$ cat src/rtl/fpcvt_pipe.sv
// -----------------------------------------------------------------------------
// fpcvt_pipe
//   Streaming two's-complement integer to small float converter.
//   Encoded value = (-1)^S * M * 2^E, word layout {S, E[EXP_W-1:0], M[MAN_W-1:0]}
//   (no hidden bit). Three register stages:
//     stage 1 : sign / magnitude (most-negative input clamps to max magnitude)
//     stage 2 : normalise (leading-one detect, extract M and the round bit)
//     stage 3 : round (half away from zero or truncate), renormalise, saturate
//   Each stage loads when it is empty or the next stage drains it this cycle,
//   giving one sample per cycle and full backpressure.
//
// Ports
//   clk        rising-edge clock
//   rst        asynchronous active-high reset
//   in_valid   input sample valid
//   in_ready   converter can accept a sample (combinational from out_ready)
//   in_data    IN_W-bit two's-complement sample
//   in_rnd     0 = round half away from zero, 1 = truncate (travels with sample)
//   out_valid  output word valid
//   out_ready  consumer accepts the word
//   out_data   {sign, exp, significand}
//   out_sat    word was saturated to the largest representable magnitude
// -----------------------------------------------------------------------------
module fpcvt_pipe #(
  parameter int IN_W  = 12,
  parameter int EXP_W = 3,
  parameter int MAN_W = 4
) (
  input  logic                     clk,
  input  logic                     rst,
  input  logic                     in_valid,
  output logic                     in_ready,
  input  logic [IN_W-1:0]          in_data,
  input  logic                     in_rnd,
  output logic                     out_valid,
  input  logic                     out_ready,
  output logic [EXP_W+MAN_W:0]     out_data,
  output logic                     out_sat
);

  localparam int MAG_W = IN_W - 1;
  localparam int P_W   = $clog2(MAG_W + 1);

  // ---------------------------------------------------------------------------
  // Handshake: a stage may load when it is empty or its content moves on.
  // ---------------------------------------------------------------------------
  logic v1, v2, v3;
  logic load1, load2, load3;

  assign load3    = !v3 || out_ready;
  assign load2    = !v2 || load3;
  assign load1    = !v1 || load2;
  assign in_ready = load1;
  assign out_valid = v3;

  // ---------------------------------------------------------------------------
  // Stage 1 combinational: sign and magnitude
  // ---------------------------------------------------------------------------
  logic             sign_c;
  logic [MAG_W-1:0] mag_c;

  assign sign_c = in_data[IN_W-1];

  // NOTE: every signal assigned in always_comb gets a default on entry so no
  // path leaves it unassigned; otherwise a latch is inferred.
  always_comb begin
    mag_c = in_data[MAG_W-1:0];
    if (sign_c) begin
      // Negating the most-negative value has no positive counterpart, so it
      // clamps to the largest magnitude instead of wrapping to zero.
      if (in_data[MAG_W-1:0] == '0) mag_c = '1;
      else                          mag_c = MAG_W'(-in_data);
    end
  end

  logic             s1, rnd1;
  logic [MAG_W-1:0] mag1;

  // ---------------------------------------------------------------------------
  // Stage 2 combinational: leading-one detect and field extraction
  // ---------------------------------------------------------------------------
  logic [P_W-1:0]   lead_c;   // index of the leading one in mag1
  logic [P_W-1:0]   shift_c;  // right shift that puts the leading one at M's MSB
  logic [EXP_W-1:0] exp_c;
  logic [MAN_W-1:0] man_c;
  logic             rbit_c;

  always_comb begin
    lead_c = '0;
    for (int i = 0; i < MAG_W; i++) begin
      if (mag1[i]) lead_c = P_W'(i);
    end
    shift_c = lead_c - P_W'(MAN_W - 1);
    if (int'(mag1) < (2 ** MAN_W)) begin
      // Small values fit unchanged with E = 0 and are exact.
      exp_c  = '0;
      man_c  = mag1[MAN_W-1:0];
      rbit_c = 1'b0;
    end else begin
      exp_c  = EXP_W'(shift_c);
      man_c  = MAN_W'(mag1 >> shift_c);
      rbit_c = mag1[shift_c - P_W'(1)];
    end
  end

  logic             s2, rnd2, rbit2;
  logic [EXP_W-1:0] exp2;
  logic [MAN_W-1:0] man2;

  // ---------------------------------------------------------------------------
  // Stage 3 combinational: round, renormalise on carry-out, saturate
  // ---------------------------------------------------------------------------
  logic [MAN_W:0]     man_sum_c;
  logic [EXP_W:0]     exp_ext_c;  // one spare bit catches exponent overflow
  logic [MAN_W-1:0]   man_fin_c;
  logic               sat_c;
  logic [EXP_W+MAN_W:0] word_c;

  always_comb begin
    man_sum_c = {1'b0, man2} + (MAN_W+1)'(!rnd2 && rbit2);
    exp_ext_c = {1'b0, exp2};
    man_fin_c = man_sum_c[MAN_W-1:0];
    if (man_sum_c[MAN_W]) begin
      // M rounded up to 2^MAN_W: halve it and bump the exponent.
      man_fin_c = {1'b1, {(MAN_W-1){1'b0}}};
      exp_ext_c = exp_ext_c + 1'b1;
    end
    sat_c  = exp_ext_c[EXP_W];
    word_c = sat_c ? {s2, {EXP_W{1'b1}}, {MAN_W{1'b1}}}
                   : {s2, exp_ext_c[EXP_W-1:0], man_fin_c};
  end

  // ---------------------------------------------------------------------------
  // Pipeline registers
  // ---------------------------------------------------------------------------
  // NOTE: sequential state uses non-blocking assignments so every register
  // samples pre-edge values and stage order inside the block does not matter.
  // NOTE: the data registers are reset as well as the valid bits; the pipeline
  // is small, and a defined out_data after reset is part of the interface.
  always_ff @(posedge clk or posedge rst) begin
    if (rst) begin
      v1       <= 1'b0;
      v2       <= 1'b0;
      v3       <= 1'b0;
      s1       <= 1'b0;
      rnd1     <= 1'b0;
      mag1     <= '0;
      s2       <= 1'b0;
      rnd2     <= 1'b0;
      rbit2    <= 1'b0;
      exp2     <= '0;
      man2     <= '0;
      out_data <= '0;
      out_sat  <= 1'b0;
    end else begin
      if (load1) begin
        v1 <= in_valid;
        if (in_valid) begin
          s1   <= sign_c;
          rnd1 <= in_rnd;
          mag1 <= mag_c;
        end
      end
      if (load2) begin
        v2 <= v1;
        if (v1) begin
          s2    <= s1;
          rnd2  <= rnd1;
          rbit2 <= rbit_c;
          exp2  <= exp_c;
          man2  <= man_c;
        end
      end
      if (load3) begin
        v3 <= v2;
        if (v2) begin
          out_data <= word_c;
          out_sat  <= sat_c;
        end
      end
    end
  end

endmodule

$ cat config.mk
export PLATFORM = sky130hd
export DESIGN_NAME = fpcvt_pipe
export DESIGN_NICKNAME = d
export VERILOG_FILES = /design/src/rtl/fpcvt_pipe.sv
export SDC_FILE = /design/constraint.sdc
export NUM_CORES = 1
export LEC_CHECK = 0
export CAP_MARGIN = 10
export CORE_MARGIN = 2
export CORE_UTILIZATION = 56
export DETAILED_ROUTE_END_ITERATION = 7
export HOLD_SLACK_MARGIN = 0.06
export PLACE_DENSITY_LB_ADDON = 0.15
export SYNTH_ARGS = -nofsm -noshare
export SYNTH_HDL_FRONTEND = slang
export SYNTH_SLANG_ARGS = --single-unit
$ cat constraint.sdc
create_clock -name clk -period 4.23 [get_ports clk]
set_clock_uncertainty 0.15 [all_clocks]
set_input_delay 0.6345 -clock clk [delete_from_list [all_inputs] [get_ports clk]]
set_output_delay 0.6345 -clock clk [all_outputs]
set_load 0.02 [all_outputs]
==> results of run 1 <==
[kinds of logic (layout without fill, tap and decap cells)]
kind of cell    count (synthesis)  count (layout)  share of synthesized area
compound gates                 93              93                      0.266
xor+xnor                       12              12                     0.0435
fa+ha+maj                       6               6                     0.0311
buf+inv                        28              50                     0.0523
flops                          35              35                      0.362
mux                             8               8                     0.0347
simple gates                  100             100                      0.211
[per-layer routing]
layer / up-vias / track usage / routed length (µm)
met5: - / 0 / 0
met4: 0 / 0.0577 / 59
met3: 4 / 0.0392 / 301
met2: 67 / 0.373 / 2530
met1: 1003 / 0.351 / 2560
li1: 1062 / - / -
[flip-flops by register name, summed over array words and instances (netlist names)]
register and count:
mag1 11, out_data 8, man2 4, exp2 3
out_sat 1, out_valid 1, rbit2 1, rnd1 1
rnd2 1, s1 1, s2 1, v1 1
v2 1
[metrics by stage]
step / setup WS, ps / hold slack (ps) / area [µm²] / std cells / utilization
after floorplan: 1280 / 289 / 2420 / 282 / -
final: 986 / 332 / 2800 / 354 / 0.685
after detailed placement: 1060 / 312 / 2690 / 347 / 0.659
after global routing: 826 / 376 / 2800 / 354 / 0.685
after global placement: 1040 / 304 / 2690 / 347 / 0.659
after CTS: 1040 / 337 / 2800 / 354 / 0.685
[critical path: cells and delay by family, from the launching register on]
family	cells	cell delay [ps]
XOR/XNOR	2	580
AO/OA/AOI/OAI	5	1220
adder cells (fa/ha/maj)	1	360
flip-flops	1	450
buffers and inverters	1	170
AND/OR/NAND/NOR	1	200
[layout make-up]
cell class | instances | area, µm²
fillers | 335 | 1290
clock inverters | 2 | 37.5
inverters | 14 | 52.6
multi-input cells | 219 | 1420
well taps | 50 | 62.6
flip-flops and latches | 35 | 876
clock buffers | 5 | 68.8
repair buffers | 29 | 285
[synth_stat cells (all sizes together) (2+ instances only)]
cell type / number / share of area
and3: 2 / 0.0052
buf: 8 / 0.021
xor2: 9 / 0.033
o22ai: 2 / 0.0052
mux2: 3 / 0.014
nand2b: 8 / 0.021
a21o: 3 / 0.0093
a311oi: 2 / 0.0072
ha: 6 / 0.031
a211oi: 4 / 0.012
inv: 12 / 0.019
clkinv: 2 / 0.0031
o211ai: 2 / 0.0062
o21ai: 20 / 0.043
or3: 3 / 0.0098
mux2i: 5 / 0.021
a211o: 2 / 0.0072
and2: 4 / 0.010
nand2: 40 / 0.062
nor4: 2 / 0.011
dfrtp: 35 / 0.36
nand3: 5 / 0.010
o21a: 3 / 0.012
nor3: 3 / 0.010
a221oi: 5 / 0.025
o31a: 2 / 0.0072
a31oi: 2 / 0.0052
a22oi: 6 / 0.019
xnor2: 3 / 0.011
o31ai: 6 / 0.019
a21oi: 25 / 0.053
clkbuf: 6 / 0.0093
nor2: 25 / 0.045
nor2b: 2 / 0.0052
[worst min-delay path by stage]
stage,endpoint,startpoint,depth (start not counted)
4_1_cts,out_data[1]$_DFFE_PP0P_,out_data[1]$_DFFE_PP0P_,2
3_3_place_gp,s2$_DFFE_PP0P_,s1$_DFFE_PP0P_,2
5_1_grt,out_data[4]$_DFFE_PP0P_,out_data[4]$_DFFE_PP0P_,1
2_1_floorplan,rnd2$_DFFE_PP0P_,rnd1$_DFFE_PP0P_,2
6_report,out_data[2]$_DFFE_PP0P_,out_data[2]$_DFFE_PP0P_,2
3_5_place_dp,s2$_DFFE_PP0P_,s1$_DFFE_PP0P_,2
[power groups by stage]
stage	Clock [µW]	Sequential (µW)	Combinational, µW
6_report	296	534	616
4_1_cts	297	532	614
5_1_grt	311	551	681
2_1_floorplan	0	536	419
3_5_place_dp	0	539	611
3_3_place_gp	0	537	606
==> run summary, run 1 <==
Status: complete, no violations
CP Cell Sequence: nand2b_1, a221oi_4, o21ai_2, inv_2, ha_1, xor2_1, xnor2_1, o31a_1, o31ai_1, a221o_1
Worst-Margin Slew: 491 ps
Tmin final: 3240 ps
Final hold vios: 0
Global placement routability congestion: 0.955
Sink Count: 35
Detailed Routing Iterations Pass 1: 4
CP Launch Point: mag1[2]$_DFFE_PP0P_
Initial Util: 0.592
CTS tree: yes
Worst r2r dst: rbit2$_DFFE_PP0P_
Row cnt: 23
Worst skew pair latency: 280 ps
Fmax: 308 MHz
Most frequent cells in the layout: nand2_1 (40), dfrtp_1 (35), clkdlybuf4s50_1 (27)
DR WL/cell: 15.4 µm
Setup TNS: 0 ps
Core area: 4090 µm²
Vias: 2136
Root Buffer: clkbuf_8
Worst path slowest cell: dfrtp_1
Syn Nets: 305
Mapped cell area: 2420 µm²
Layout area overhead: 15.7%
Clock Power Share: 0.205
GRT overflow: 0
Comb power frac: 0.426
Share of cells above drive strength 1: 0.0822
Chip width: 69.7 µm
H-tree Lvls: 2
Synth Register Bits: 35
DIE AREA: 4860 µm²
Count of final max-slew check failures: 0
Worst Path Max Fanout: 9
Post-cts gate resize count: 0
Synth Instances: 282
Number of diodes: 0
TritonCTS buffer count: 5
Via density: 6.03
CP Capture Point: rbit2$_DFFE_PP0P_
CP required: 4250 ps
Max-cap violations: 0
Internal cell power: 876 µW
R2R Setup Slk: 990 ps
Startpoint types: register
RR Startpoint: mag1[2]$_DFFE_PP0P_
Ys async rst share: 1.00
First-pass GRT wire length: 9.56 mm
Slew headroom: 0.671
Avg Inst Size Synth: 8.57 µm²
DIE HEIGHT: 69.7 µm
Most common cell after layout, fill and taps aside: nand2_1
Total GRT Usage: 0.240
Worst VDD drop: 0.284 mV
Layout Nets: 327
Post-synth EDFFs: 0
Worst hold path class: reg2reg
Setup violations, final: 0
Register clock-pin slew on the reported worst setup and hold paths: 80 ps
Clock buffer depth: 2
Crit Path Class: reg2reg
Slowest stage delay, CP: 450 ps
Overall Power: 1450 µW
Post-CTS Setup Repair Bufs: 0
Sw frac: 0.394
Initial antenna violation count: 0
RSZ-0062 raised after global routing: false
Seq/Total Area, Yosys: 0.362
Leak: 0.00120 µW
DRT iter0 DRCs: 222
Vias in the first global route: 2030
Routed WL: 5.45 mm
Num ports: 28
P per Cell Area: 517 nW/µm²
Number of buffer cells added on primary ports: 27
Tcrit/Tclk final: 0.767
YS warnings: 0
Setup crit end kind: register
Largest net degree at the start of global routing: 36
Flop pwr share: 0.369
Netlist cell types: 61
R2R cell count: 10
Post-synth top flop: dfrtp_1
P_sw: 570 µW
Crit path DAT: 3260 ps
# DRC: 0
Hpwl dp: 4.18 mm
# hold bufs at CTS: 0
Post-route ant nets: 0
(Power assumes the default switching activity.)
==> run 2, diff against run 1 <==
clock period = 3.32 ns   (was 4.23 ns; I/O delays follow)
==> run 2 against run 1 <==
Against the previous run:
- critical path depth unchanged
- die area stayed put
- register-to-register slack worse by 820 ps
- largest power group unchanged
- cell area grew 0.94%
- maximum frequency grew 2.9%
==> run summary, run 2 (synthesis results as in run 1) <==
Most common cell after layout, fill and taps aside: nand2_1 (unchanged)
Crit Path Class: reg2reg (unchanged)
Setup violations, final: 0 (unchanged)
DR WL/cell: 15.9 µm (was 15.4 µm)
First-pass GRT wire length: 9.54 mm (was 9.56 mm)
Most frequent cells in the layout: nand2_1 (40), dfrtp_1 (35), clkdlybuf4s50_1 (27) (unchanged)
Global placement routability congestion: 0.906 (was 0.955)
Register Area: 876 µm² (unchanged)
GRT overflow: 0 (unchanged)
Placed instance count: 352 (was 347)
TritonCTS buffer count: 5 (unchanged)
Hold Worst Slack: 326 ps (was 332 ps)
Detailed Routing Iterations Pass 1: 5 (was 4)
Max-cap violations: 0 (unchanged)
Vias in the first global route: 1970 (was 2030)
Tcrit/Tclk final: 0.949 (was 0.767)
Worst skew pair latency: 280 ps (about the same)
Chip width: 69.7 µm (unchanged)
Overall Power: 1810 µW (was 1450 µW)
Core area: 4090 µm² (unchanged)
Slowest stage delay, CP: 450 ps (about the same)
Number of diodes: 0 (unchanged)
DIE AREA: 4860 µm² (unchanged)
Root Buffer: clkbuf_8 (unchanged)
Num ports: 28 (unchanged)
CTS tree: yes (unchanged)
H-tree Lvls: 2 (unchanged)
Total GRT Usage: 0.241 (was 0.240)
RR Startpoint: mag1[2]$_DFFE_PP0P_ (unchanged)
Setup crit end kind: register (unchanged)
Regs by FF count: mag1: 11 flops, out_data: 8 flops, man2: 4 flops (unchanged)
Largest net degree at the start of global routing: 36 (unchanged)
CP required: 3330 ps (was 4250 ps)
Met1 usage: 0.344 (was 0.351)
Row cnt: 23 (unchanged)
Number of buffer cells added on primary ports: 27 (unchanged)
Initial antenna violation count: 0 (unchanged)
# hold bufs at CTS: 0 (unchanged)
Worst VDD drop: 0.344 mV (was 0.284 mV)
Tmin final: 3150 ps (was 3240 ps)
Layout area overhead: 16.8% (was 15.7%)
Fmax: 317 MHz (was 308 MHz)
Hold path cells: 2 (unchanged)
Layout Nets: 332 (was 327)
Clock buffer depth: 2 (unchanged)
R2R cell count: 10 (unchanged)
P per Cell Area: 640 nW/µm² (was 517 nW/µm²)
Worst hold path class: reg2reg (unchanged)
Via density: 6.20 (was 6.03)
Worst path slowest cell: dfrtp_1 (unchanged)
CP Cell Sequence: nand2b_1, a221oi_4, o21ai_2, inv_2, ha_1, xor2_1, xnor2_2, o31a_1, o31ai_1, a221o_1 (was nand2b_1, a221oi_4, o21ai_2, inv_2, ha_1, xor2_1, xnor2_1, o31a_1, o31ai_1, a221o_1)
Worst-Margin Slew: 466 ps (was 491 ps)
Leak: 0.00122 µW (was 0.00120 µW)
Fill cells: 335 (unchanged)
Delay-heaviest family, CP: compound AO/OA/AOI/OAI gates (unchanged)
Post-route ant nets: 0 (unchanged)
Worst r2r dst: rbit2$_DFFE_PP0P_ (unchanged)
Routed WL: 5.70 mm (was 5.45 mm)
Startpoint types: register (unchanged)
Worst path buffer plus inverter count: 1 (unchanged)
Status: complete, no violations (unchanged)
Share of cells above drive strength 1: 0.100 (was 0.0822)
Worst hold path startpoint: s1$_DFFE_PP0P_ (was out_data[2]$_DFFE_PP0P_)
R2R Setup Slk: 170 ps (was 990 ps)
Max reg flops: 11 (unchanged)
DIE HEIGHT: 69.7 µm (unchanged)
Routing usage on met2: 0.384 (was 0.373)
CP Launch Point: mag1[2]$_DFFE_PP0P_ (unchanged)
Worst Path Max Fanout: 9 (unchanged)
Register clock-pin slew on the reported worst setup and hold paths: 70 ps (was 80 ps)
Initial Util: 0.592 (unchanged)
Biggest register: mag1 (unchanged)
Hpwl dp: 4.45 mm (was 4.18 mm)
Gr busiest metal: met2 (unchanged)
Sink Count: 35 (unchanged)
Final hold vios: 0 (unchanged)
DRT iter0 DRCs: 250 (was 222)
Non-filler cells, final: 359 (was 354)
Met3 Usage GRT: 0.0392 (unchanged)
Crit path DAT: 3160 ps (was 3260 ps)
Multi-input gate area: 1420 µm² (about the same)
Setup TNS: 0 ps (unchanged)
Count of final max-slew check failures: 0 (unchanged)
Hold path endpoint: s2$_DFFE_PP0P_ (was out_data[2]$_DFFE_PP0P_)
Vias: 2226 (was 2136)
# DRC: 0 (unchanged)
Slew headroom: 0.689 (was 0.671)
run 2: cell count changes in the layout (fill, tap and decap cells not counted):
| cell | previous run | this run |
|---|---|---|
| clkinvlp_4 | 1 | 0 |
| xnor2_2 | 0 | 1 |
| clkinv_2 | 0 | 1 |
| xnor2_1 | 3 | 2 |
| buf_4 | 2 | 7 |
| clkbuf_8 | 5 | 6 |
| bufinv_16 | 1 | 0 |
run 2: report_power, final:
part / switching [µW] / internal, µW
clock network: 142 / 163
logic: 467 / 370
registers: 118 / 547
total: 727 / 1080
run 2: metrics by stage:
stage / util / setup slack (ps) / cell area [µm²]
2_1_floorplan: - / 371 / 2420
3_3_place_gp: 0.668 / 343 / 2730
3_5_place_dp: 0.668 / 246 / 2730
4_1_cts: 0.689 / 232 / 2820
5_1_grt: 0.691 / -36.6 / 2820
6_report: 0.691 / 169 / 2820
run 2: worst min-delay path, delay by kind of cell, from the launching register on:
kind	cells	cell delay, ps
AND/OR/NAND/NOR	2	100
flip-flops	1	350
run 2: worst max path at each step:
stage                        end  slack, ps  cells past startpoint
2_1_floorplan  rbit2$_DFFE_PP0P_        370                     12
3_3_place_gp   rbit2$_DFFE_PP0P_        340                     10
5_1_grt        rbit2$_DFFE_PP0P_        -40                     10
6_report       rbit2$_DFFE_PP0P_        170                     10
3_5_place_dp   rbit2$_DFFE_PP0P_        250                     10
4_1_cts        rbit2$_DFFE_PP0P_        230                     10
run 2: routing by layer:
metal  vias up  wire (µm)  part of all wire
met1      1039       2660              0.47
met3        19        278             0.049
met5         -          0                 0
met4         0        109             0.019
met2        93       2650              0.47
li1       1075          -                 -
run 2: layout make-up:
cell class                      instances  share of cell area
Tap cell                               50              0.0222
Clock buffer                            6              0.0292
Sequential cell                        35               0.310
Timing Repair Buffer                   34               0.114
Multi-Input combinational cell        219               0.504
Inverter                               14              0.0186
Clock inverter                          1             0.00177
run 2: repair_timing:
action,4_1_cts,5_1_grt
endpoints found under the setup margin,0,1
setup buffers,0,0
gates resized for setup,0,1
==> run 3, diff against run 2 <==
SETUP_SLACK_MARGIN = 0.2   (was default)
==> run 3 against run 2 <==
Against the previous run:
- worst hold slack is essentially flat
- critical path depth grew 1
- core utilization grew 0.46 points
- die area is the same
- wire length grew 0.49%
- clock power shrank 1%
- via count shrank 0.27%
- power grew 0.41%
- non-clock buffer count grew 2
- critical endpoint unchanged
==> run summary, run 3 (synthesis results as in run 1) <==
Status: complete, no violations (unchanged)
Root Buffer: clkbuf_8 (unchanged)
Hold path cells: 2 (unchanged)
Chip width: 69.7 µm (unchanged)
H-tree Lvls: 2 (unchanged)
Register clock-pin slew on the reported worst setup and hold paths: 70 ps (about the same)
Crit Path Class: reg2reg (unchanged)
Routed WL: 5.72 mm (was 5.70 mm)
Tcrit/Tclk final: 0.908 (was 0.949)
Final hold vios: 0 (unchanged)
Number of diodes: 0 (unchanged)
Num ports: 28 (unchanged)
Worst Path Max Fanout: 9 (unchanged)
Worst-Margin Slew: 467 ps (was 466 ps)
CP required: 3330 ps (about the same)
Sink Count: 35 (unchanged)
Fill cells: 333 (was 335)
Detailed Routing Iterations Pass 1: 7 (was 5)
Post-route ant nets: 0 (unchanged)
Final worst slack: 307 ps (was 169 ps)
Most frequent cells in the layout: nand2_1 (40), dfrtp_1 (34), clkdlybuf4s50_1 (27) (was nand2_1 (40), dfrtp_1 (35), clkdlybuf4s50_1 (27))
RSZ-0062 raised after global routing: false
P per Cell Area: 638 nW/µm² (was 640 nW/µm²)
Core area: 4090 µm² (unchanged)
# DRC: 0 (unchanged)
Setup crit end kind: register (unchanged)
Crit path DAT: 3020 ps (was 3160 ps)
Biggest register: mag1 (unchanged)
Layout area overhead: 17.6% (was 16.8%)
Total GRT Usage: 0.241 (unchanged)
GRT overflow: 0 (unchanged)
Max-cap violations: 0 (unchanged)
DIE AREA: 4860 µm² (unchanged)
Fmax: 332 MHz (was 317 MHz)
Worst hold path class: reg2reg (unchanged)
CTS tree: yes (unchanged)
Worst skew pair latency: 280 ps (about the same)
Startpoint types: register (unchanged)
Layout Nets: 334 (was 332)
Hpwl dp: 4.45 mm (unchanged)
TritonCTS buffer count: 5 (unchanged)
Number of buffer cells added on primary ports: 27 (unchanged)
# hold bufs at CTS: 0 (unchanged)
Vias in the first global route: 1970 (unchanged)
Leak: 0.00123 µW (was 0.00122 µW)
Via density: 6.15 (was 6.20)
Final core occ: 0.696 (was 0.691)
DIE HEIGHT: 69.7 µm (unchanged)
Setup slack at placement: 246 ps (unchanged)
Vias: 2220 (was 2226)
Global placement routability congestion: 0.906 (unchanged)
Max reg flops: 11 (unchanged)
Initial antenna violation count: 0 (unchanged)
R2R cell count: 11 (was 10)
Setup TNS: 0 ps (unchanged)
Clock buffer depth: 2 (unchanged)
Worst VDD drop: 0.344 mV (about the same)
Share of cells above drive strength 1: 0.113 (was 0.100)
Most common cell after layout, fill and taps aside: nand2_1 (unchanged)
Tmin final: 3010 ps (was 3150 ps)
First-pass GRT wire length: 9.54 mm (unchanged)
Regs by FF count: mag1: 11 flops, out_data: 8 flops, man2: 4 flops (unchanged)
Count of final max-slew check failures: 0 (unchanged)
Slew headroom: 0.686 (was 0.689)
Largest net degree at the start of global routing: 36 (unchanged)
Row cnt: 23 (unchanged)
Setup violations, final: 0 (unchanged)
DR WL/cell: 15.9 µm (about the same)
Initial Util: 0.592 (unchanged)
DRT iter0 DRCs: 270 (was 250)
-- run 3: cell types whose count changed in the layout (fill, tap and decap cells not counted), sizes merged --
cell  change
buf       +2
-- run 3: path summary, 6_finish.rpt --
check,slack [ps],end,startpoint
min in group asynchronous,470,out_sat$_DFFE_PP0P_,rst
min reg2reg,330,s2$_DFFE_PP0P_,s1$_DFFE_PP0P_
max reg2reg,310,rbit2$_DFFE_PP0P_,mag1[2]$_DFFE_PP0P_
max,310,rbit2$_DFFE_PP0P_,mag1[2]$_DFFE_PP0P_
max in group asynchronous,2220,mag1[5]$_DFFE_PP0P_,rst
min,330,s2$_DFFE_PP0P_,s1$_DFFE_PP0P_
-- run 3: repair_timing --
action	4_1_cts	5_1_grt
buffers inserted	0	2
gates resized for setup	0	3
setup endpoints to repair	0	3
-- run 3: metrics by stage --
stage	hold slack (ps)	total power (µW)	area, µm²	instances
floorplan	289	1220	2420	282
global placement	304	1480	2730	352
detailed placement	318	1490	2730	352
CTS	329	1790	2820	359
global route	351	1930	2840	361
finish	326	1810	2840	361
-- run 3: worst max-delay path, cell delays in order (launching register included) --
cell and delay (ps):
dfrtp_1 450, nand2b_1 210, a221oi_4 310, o21ai_2 130, inv_2 170, ha_2 310, clkinv_1 160, nand2_1 90
and4_1 200, a311oi_1 270, o31ai_1 110, a221o_1 330
-- run 3: layout make-up --
class                      count  area (µm²)  area share
multi-input combinational    219        1430       0.501
sequential                    35         877       0.309
timing repair buffer          36         338       0.119
clock buffer                   6        82.6      0.0290
tap                           50        62.6      0.0220
inverter                      14        52.6      0.0185
clock inverter                 1        5.00     0.00176
-- run 3: where the power goes --
| part | switching [µW] | internal, µW | leakage (µW) |
|---|---|---|---|
| Sequential | 119 | 547 | 0.000407 |
| Combinational | 470 | 378 | 0.000777 |
| Clock | 137 | 162 | 0.0000470 |
| Total | 726 | 1090 | 0.00123 |
-- run 3: layer usage --
layer	vias up	track usage	routed length (µm)
met2	78	0.384	2710
met3	12	0.0392	301
li1	1078	-	-
met1	1052	0.344	2620
met4	0	0.0598	87
met5	-	0	0
